===== config.mk =====
export PLATFORM = sky130hd
export DESIGN_NAME = ex_muldiv_unit
export DESIGN_NICKNAME = d
export VERILOG_FILES = /design/src/rtl/ex_muldiv_unit.sv
export SDC_FILE = /design/constraint.sdc
export NUM_CORES = 1
export LEC_CHECK = 0
export ABC_AREA = 1
export ABC_CLOCK_PERIOD_IN_PS = 6100
export CAP_MARGIN = 20
export CORE_MARGIN = 2
export CORE_UTILIZATION = 30
export DETAILED_ROUTE_END_ITERATION = 6
export PLACE_DENSITY = 0.43
export SLEW_MARGIN = 20
export SYNTH_ARGS = -nofsm -noshare
export SYNTH_HDL_FRONTEND = slang
export SYNTH_SLANG_ARGS = --single-unit

===== constraint.sdc =====
create_clock -name clk -period 6.1 [get_ports clk]
set_clock_uncertainty 0.15 [all_clocks]
set_input_delay 1.22 -clock clk [delete_from_list [all_inputs] [get_ports clk]]
set_output_delay 1.22 -clock clk [all_outputs]
set_load 0.1 [all_outputs]

===== src/rtl/ex_muldiv_unit.sv =====
// Iterative RV32M multiply/divide unit for the EX stage.
// Shift-add multiply and restoring divide, one bit per cycle.
module ex_muldiv_unit (
  input  logic        clk,
  input  logic        reset,
  input  logic        start,
  input  logic [2:0]  op,
  input  logic [31:0] operand1,
  input  logic [31:0] operand2,
  input  logic [4:0]  in_rd_address,
  input  logic        flush,
  output logic        busy,
  output logic        stall,
  output logic        result_valid,
  output logic [31:0] result,
  output logic [4:0]  rd_address
);

  localparam logic [2:0] OP_MUL    = 3'd0;
  localparam logic [2:0] OP_MULH   = 3'd1;
  localparam logic [2:0] OP_MULHSU = 3'd2;
  localparam logic [2:0] OP_DIV    = 3'd4;
  localparam logic [2:0] OP_REM    = 3'd6;

  typedef enum logic [1:0] {
    IDLE,
    CALC,
    DONE
  } state_t;

  state_t      state_q, state_d;
  logic [4:0]  cnt_q, cnt_d;
  logic [2:0]  op_q, op_d;
  logic [4:0]  rd_pend_q, rd_pend_d;
  logic [31:0] opa_q, opa_d;
  logic [63:0] acc_q, acc_d;
  logic        neg_q, neg_d;
  logic [31:0] result_q, result_d;
  logic [4:0]  rd_q, rd_d;
  logic        valid_q, valid_d;

  logic        signed1, signed2;
  logic [31:0] abs1, abs2;
  logic        div_zero, div_ovf;
  logic [32:0] mul_sum;
  logic [32:0] div_sh, div_diff;
  logic [63:0] prod;
  logic [31:0] dv, dv_n;

  assign busy         = (state_q != IDLE);
  assign stall        = start | busy;
  assign result_valid = valid_q;
  assign result       = result_q;
  assign rd_address   = rd_q;

  always_comb begin
    signed1  = (op == OP_MULH) || (op == OP_MULHSU) ||
               (op == OP_DIV) || (op == OP_REM);
    signed2  = (op == OP_MULH) || (op == OP_DIV) ||
               (op == OP_REM);
    abs1     = (signed1 && operand1[31]) ? -operand1
                                         : operand1;
    abs2     = (signed2 && operand2[31]) ? -operand2
                                         : operand2;
    div_zero = (operand2 == 32'd0);
    div_ovf  = ((op == OP_DIV) || (op == OP_REM)) &&
               (operand1 == 32'h8000_0000) &&
               (operand2 == 32'hFFFF_FFFF);
  end

  // Multiplier lives in acc[31:0] and shifts out as product bits shift in
  always_comb begin
    mul_sum  = {1'b0, acc_q[63:32]} +
               (acc_q[0] ? {1'b0, opa_q} : 33'd0);
    div_sh   = {acc_q[63:32], acc_q[31]};
    div_diff = div_sh - {1'b0, opa_q};
    prod     = neg_q ? -acc_q : acc_q;
    dv       = op_q[1] ? acc_q[63:32] : acc_q[31:0];
    dv_n     = neg_q ? -dv : dv;
  end

  always_comb begin
    state_d   = state_q;
    cnt_d     = cnt_q;
    op_d      = op_q;
    rd_pend_d = rd_pend_q;
    opa_d     = opa_q;
    acc_d     = acc_q;
    neg_d     = neg_q;
    result_d  = result_q;
    rd_d      = rd_q;
    valid_d   = 1'b0;
    unique case (state_q)
      IDLE: begin
        if (start) begin
          op_d      = op;
          rd_pend_d = in_rd_address;
          cnt_d     = 5'd0;
          state_d   = CALC;
          unique case (op)
            OP_MULH, OP_DIV: neg_d = operand1[31] ^ operand2[31];
            OP_MULHSU, OP_REM: neg_d = operand1[31];
            default: neg_d = 1'b0;
          endcase
          if (op[2]) begin
            opa_d = abs2;
            acc_d = {32'd0, abs1};
          end else begin
            opa_d = abs1;
            acc_d = {32'd0, abs2};
          end
          // Special divides preload the final value and skip CALC
          if (op[2] && div_zero) begin
            neg_d   = 1'b0;
            acc_d   = op[1] ? {operand1, 32'd0}
                            : {32'd0, 32'hFFFF_FFFF};
            state_d = DONE;
          end else if (div_ovf) begin
            neg_d   = 1'b0;
            acc_d   = op[1] ? 64'd0
                            : {32'd0, 32'h8000_0000};
            state_d = DONE;
          end
        end
      end
      CALC: begin
        if (op_q[2]) begin
          if (div_diff[32])
            acc_d = {div_sh[31:0], acc_q[30:0], 1'b0};
          else
            acc_d = {div_diff[31:0], acc_q[30:0], 1'b1};
        end else begin
          acc_d = {mul_sum, acc_q[31:1]};
        end
        cnt_d = cnt_q + 5'd1;
        if (cnt_q == 5'd31)
          state_d = DONE;
      end
      DONE: begin
        if (op_q[2])
          result_d = dv_n;
        else if (op_q == OP_MUL)
          result_d = prod[31:0];
        else
          result_d = prod[63:32];
        rd_d    = rd_pend_q;
        valid_d = 1'b1;
        state_d = IDLE;
      end
      default: state_d = IDLE;
    endcase
    if (flush) begin
      state_d  = IDLE;
      cnt_d    = 5'd0;
      valid_d  = 1'b0;
      result_d = result_q;
      rd_d     = rd_q;
    end
  end

  always_ff @(posedge clk) begin
    if (reset) begin
      state_q   <= IDLE;
      cnt_q     <= 5'd0;
      op_q      <= 3'd0;
      rd_pend_q <= 5'd0;
      opa_q     <= 32'd0;
      acc_q     <= 64'd0;
      neg_q     <= 1'b0;
      result_q  <= 32'd0;
      rd_q      <= 5'd0;
      valid_q   <= 1'b0;
    end else begin
      state_q   <= state_d;
      cnt_q     <= cnt_d;
      op_q      <= op_d;
      rd_pend_q <= rd_pend_d;
      opa_q     <= opa_d;
      acc_q     <= acc_d;
      neg_q     <= neg_d;
      result_q  <= result_d;
      rd_q      <= rd_d;
      valid_q   <= valid_d;
    end
  end

endmodule

==> out/metrics.yaml <==
outcome: "complete, no violations"
hp-class: "flop to flop"
synth_fp_nets: 3963
nets: 3978
dp_slack_ps: 1560
swShare_pct: 50.9
synth-seq-area-share_pct: 15.2
p_leak_uw: 0.0112
cp_slowest_cell: "dfxtp_1"
cp_cell_sequence: "ha_1 > nand2_1 > inv_1 > nand2_1 > nand2_1 > nand2_1 > nand2_1 > a21oi_2 > nand3_2 > nand2_4 > nand2_1 > nand3_1 > nand2_1 > nand2_1 > a21oi_1"
grt.busiest_layer: "met2"
syn_avg_cell_area_um2: 5.19
reg2reg_from: "acc_q[50]"
synth_area_um2: 19800
synth_cells: 3814
grt_use_met2_pct: 47.3
num_rows: 94
io-pin-count: 116
synth_edf_count: 0
htree_levels: 4
clk_pin_slew_ps: 70
ctsResizeCount: 0
setup_ws_ps: 1790
cp_slowest_stage_delay_ps: 740
dieHeight_um: 261
dr.pass1.iters: 6
place_hpwl_um: 84900
tightest_slew_ps: 1010
start_util_pct: 30.2
core_area_um2: 65500
power_density_nw_per_um2: 199
fin_util_pct: 33.9
n_antenna_cell: 0
crit_top_cell: "nand2_1"
cts_buffers: 17
pwr-share-comb_pct: 46.6
grtUsageMet3_pct: 3.41
finalPower_uw: 4410
p_clk_share_pct: 26.7
rsz0062_at_grt: "no"
wl_per_cell_um: 22.2
drcViolationCount: 0
slew_viol_final: 0
crit_required_ps: 6290
cts_hold_buf: 0
area_delta_synth_final_pct: 12.2
clk_latency_ps: 530
fmax_mhz: 232
r2r_slack_ps: 1790
antenna_found_initial: 0
dp.cells: 4674
hold_depth: 2
critPathTopFamily: "simple AND/OR/NAND/NOR gates"
grt_max_degree: 70
min-delay-start: "result[7]"
drv_cap: 0
finalSetupViolCount: 0
first_iter_violations: 2427
cts_root_buf: "clkbuf_16"
cp.arrival_ps: 4500
synthFlopType: "dfxtp_1"
max_slew_margin_pct: 32.5
via_per_inst: 5.25
fin_setup_tns_ps: 0
power.internal_uw: 2160
finalWeightedCongestion: 1.03
ys_async_sr_fraction_pct: 0
cp-end-kind: "flop"
layout.cells.non_filler: 4706
vias: 24700
p_sw_uw: 2250
place.port_buffers: 115
wirelength_um: 105000
cts.sinks: 150
die-area_um2: 68000
crit_type: "flop to flop"
startpoint_type: "flop"
gr-total-overflow: 0
drive_gt1_share_pct: 3.75
ys_types: 51
rr_endpoint: "acc_q[53]"
yosys_warnings: 0
ys_ff_latch: 150
grt_util_met1_pct: 42.7
hold_violations: 0
pwr-share-seq_pct: 26.7
first_global_vias: 23100
finalCritPeriodShare_pct: 70.6
ir_worst_vdd_v: 0.000266
fp.dieW_um: 261
grt_pass1_wl_um: 153000
min_delay_worst_endpoint: "result[7]"
clock_path_buffers: 2
cts_setup_buffers: 0
cp_num_buf_inv: 1
rr_worst_depth: 15
grtUsageTotal_pct: 30.7
cp_max_fo: 33
cts_tree: "built"
fin_crit_ps: 4310
ant_nets: 0
==> how the worst max path moves through the flow <==
stage,startpoint,endpoint,slack [ps],depth (start not counted)
final,acc_q[50],acc_q[53],1790,15
after global routing,acc_q[50],acc_q[53],1640,15
after floorplan,start,stall,2810,2
after CTS,start,stall,1790,4
after global placement,start,opa_q[27],1500,10
after detailed placement,start,opa_q[27],1560,10
==> worst register-to-register path, cell delays in order, from the launching register on <==
cell     delay (ps)
dfxtp_1         740
ha_1            440
nand2_1         180
inv_1            60
nand2_1          60
nand2_1          60
nand2_1          50
nand2_1          90
a21oi_2         250
nand3_2         720
nand2_4         750
nand2_1         260
nand3_1         120
nand2_1         110
nand2_1          70
a21oi_1          60
==> area by class of cell <==
class / count / area (um^2)
flip-flops and latches: 150 / 3010
fillers: 7777 / 43300
clock inverters: 15 / 194
repair buffers: 140 / 1330
well taps: 864 / 1080
inverters: 560 / 2100
multi-input cells: 2960 / 14000
clock buffers: 17 / 425
==> through the flow <==
step	cell area (um^2)	hold slack (ps)
floorplan	19800	291
CTS	22200	318
global route	22200	335
finish	22200	313
detailed placement	21600	306
global placement	21600	303
==> kinds of logic (layout without fill, tap and decap cells) <==
| group | Yosys count | count (layout) | synth area share [%] |
|---|---|---|---|
| flops | 150 | 150 | 15.2 |
| buf+inv | 704 | 732 | 13.9 |
| simple gates | 2219 | 2219 | 46.6 |
| fa+ha+maj | 73 | 73 | 4.69 |
| compound gates | 600 | 600 | 16.6 |
| xor+xnor | 68 | 68 | 3.01 |
==> power by group through the flow <==
stage               Clock (uW)  Combinational (uW)  Sequential, uW
finish                    1180                2050            1180
global route              1230                2250            1180
global placement             0                2020            1190
floorplan                    0                1330            1110
CTS                       1200                2010            1170
detailed placement           0                2010            1190
==> registers in the layout, indices dropped and copies added (netlist names) <==
register,count
acc_q,64
rd_address,5
state_q,2
cnt_q,5
rd_pend_q,5
result_valid,1
opa_q,32
result,32
neg_q,1
op_q,3
==> metal layers <==
layer | part of all wire (%) | up-vias
li1 | - | 12200
met4 | 4.4 | 0
met2 | 43 | 931
met3 | 6.4 | 169
met5 | 0 | -
met1 | 46 | 11500
==> Yosys cell counts (8+ instances only) <==
| library cell | count | area share, % |
|---|---|---|
| nor4_1 | 8 | 0.25 |
| nand3b_1 | 10 | 0.38 |
| nor3_1 | 43 | 1.1 |
| dfxtp_1 | 150 | 15 |
| ha_1 | 71 | 4.5 |
| nand4_1 | 50 | 1.6 |
| o31ai_1 | 35 | 1.3 |
| nand2_1 | 1308 | 25 |
| o22ai_1 | 9 | 0.28 |
| o21ai_2 | 11 | 0.49 |
| nand2_2 | 10 | 0.32 |
| nor2_1 | 401 | 7.6 |
| xnor2_1 | 9 | 0.40 |
| inv_1 | 534 | 10 |
| o21ai_0 | 202 | 5.1 |
| clkbuf_1 | 82 | 1.6 |
| a21oi_1 | 259 | 6.6 |
| o21ai_1 | 33 | 0.84 |
| nor2_2 | 13 | 0.41 |
| inv_2 | 24 | 0.46 |
| xor2_1 | 59 | 2.6 |
| buf_1 | 25 | 0.47 |
| buf_2 | 23 | 0.58 |
| o221ai_1 | 18 | 0.80 |
| nand3_1 | 347 | 8.8 |
==> layout by cell type (no fill, tap or decap), drive strengths merged, types with 2 or more instances in the layout <==
master and instances:
a21o 2, a21oi 260, a31oi 5, and2 5, buf 26, clkbuf 17, clkdlybuf4s50 114, clkinv 10
dfxtp 150, fa 2, ha 71, inv 565, nand2 1321, nand3 352, nand3b 10, nand4 51
nor2 416, nor3 47, nor4 8, o211ai 7, o21a 6, o21ai 246, o21bai 7, o221ai 18
o22ai 9, o31ai 35, or2 8, xnor2 9, xor2 59
No activity file was read; power rests on OpenSTA's default activity.
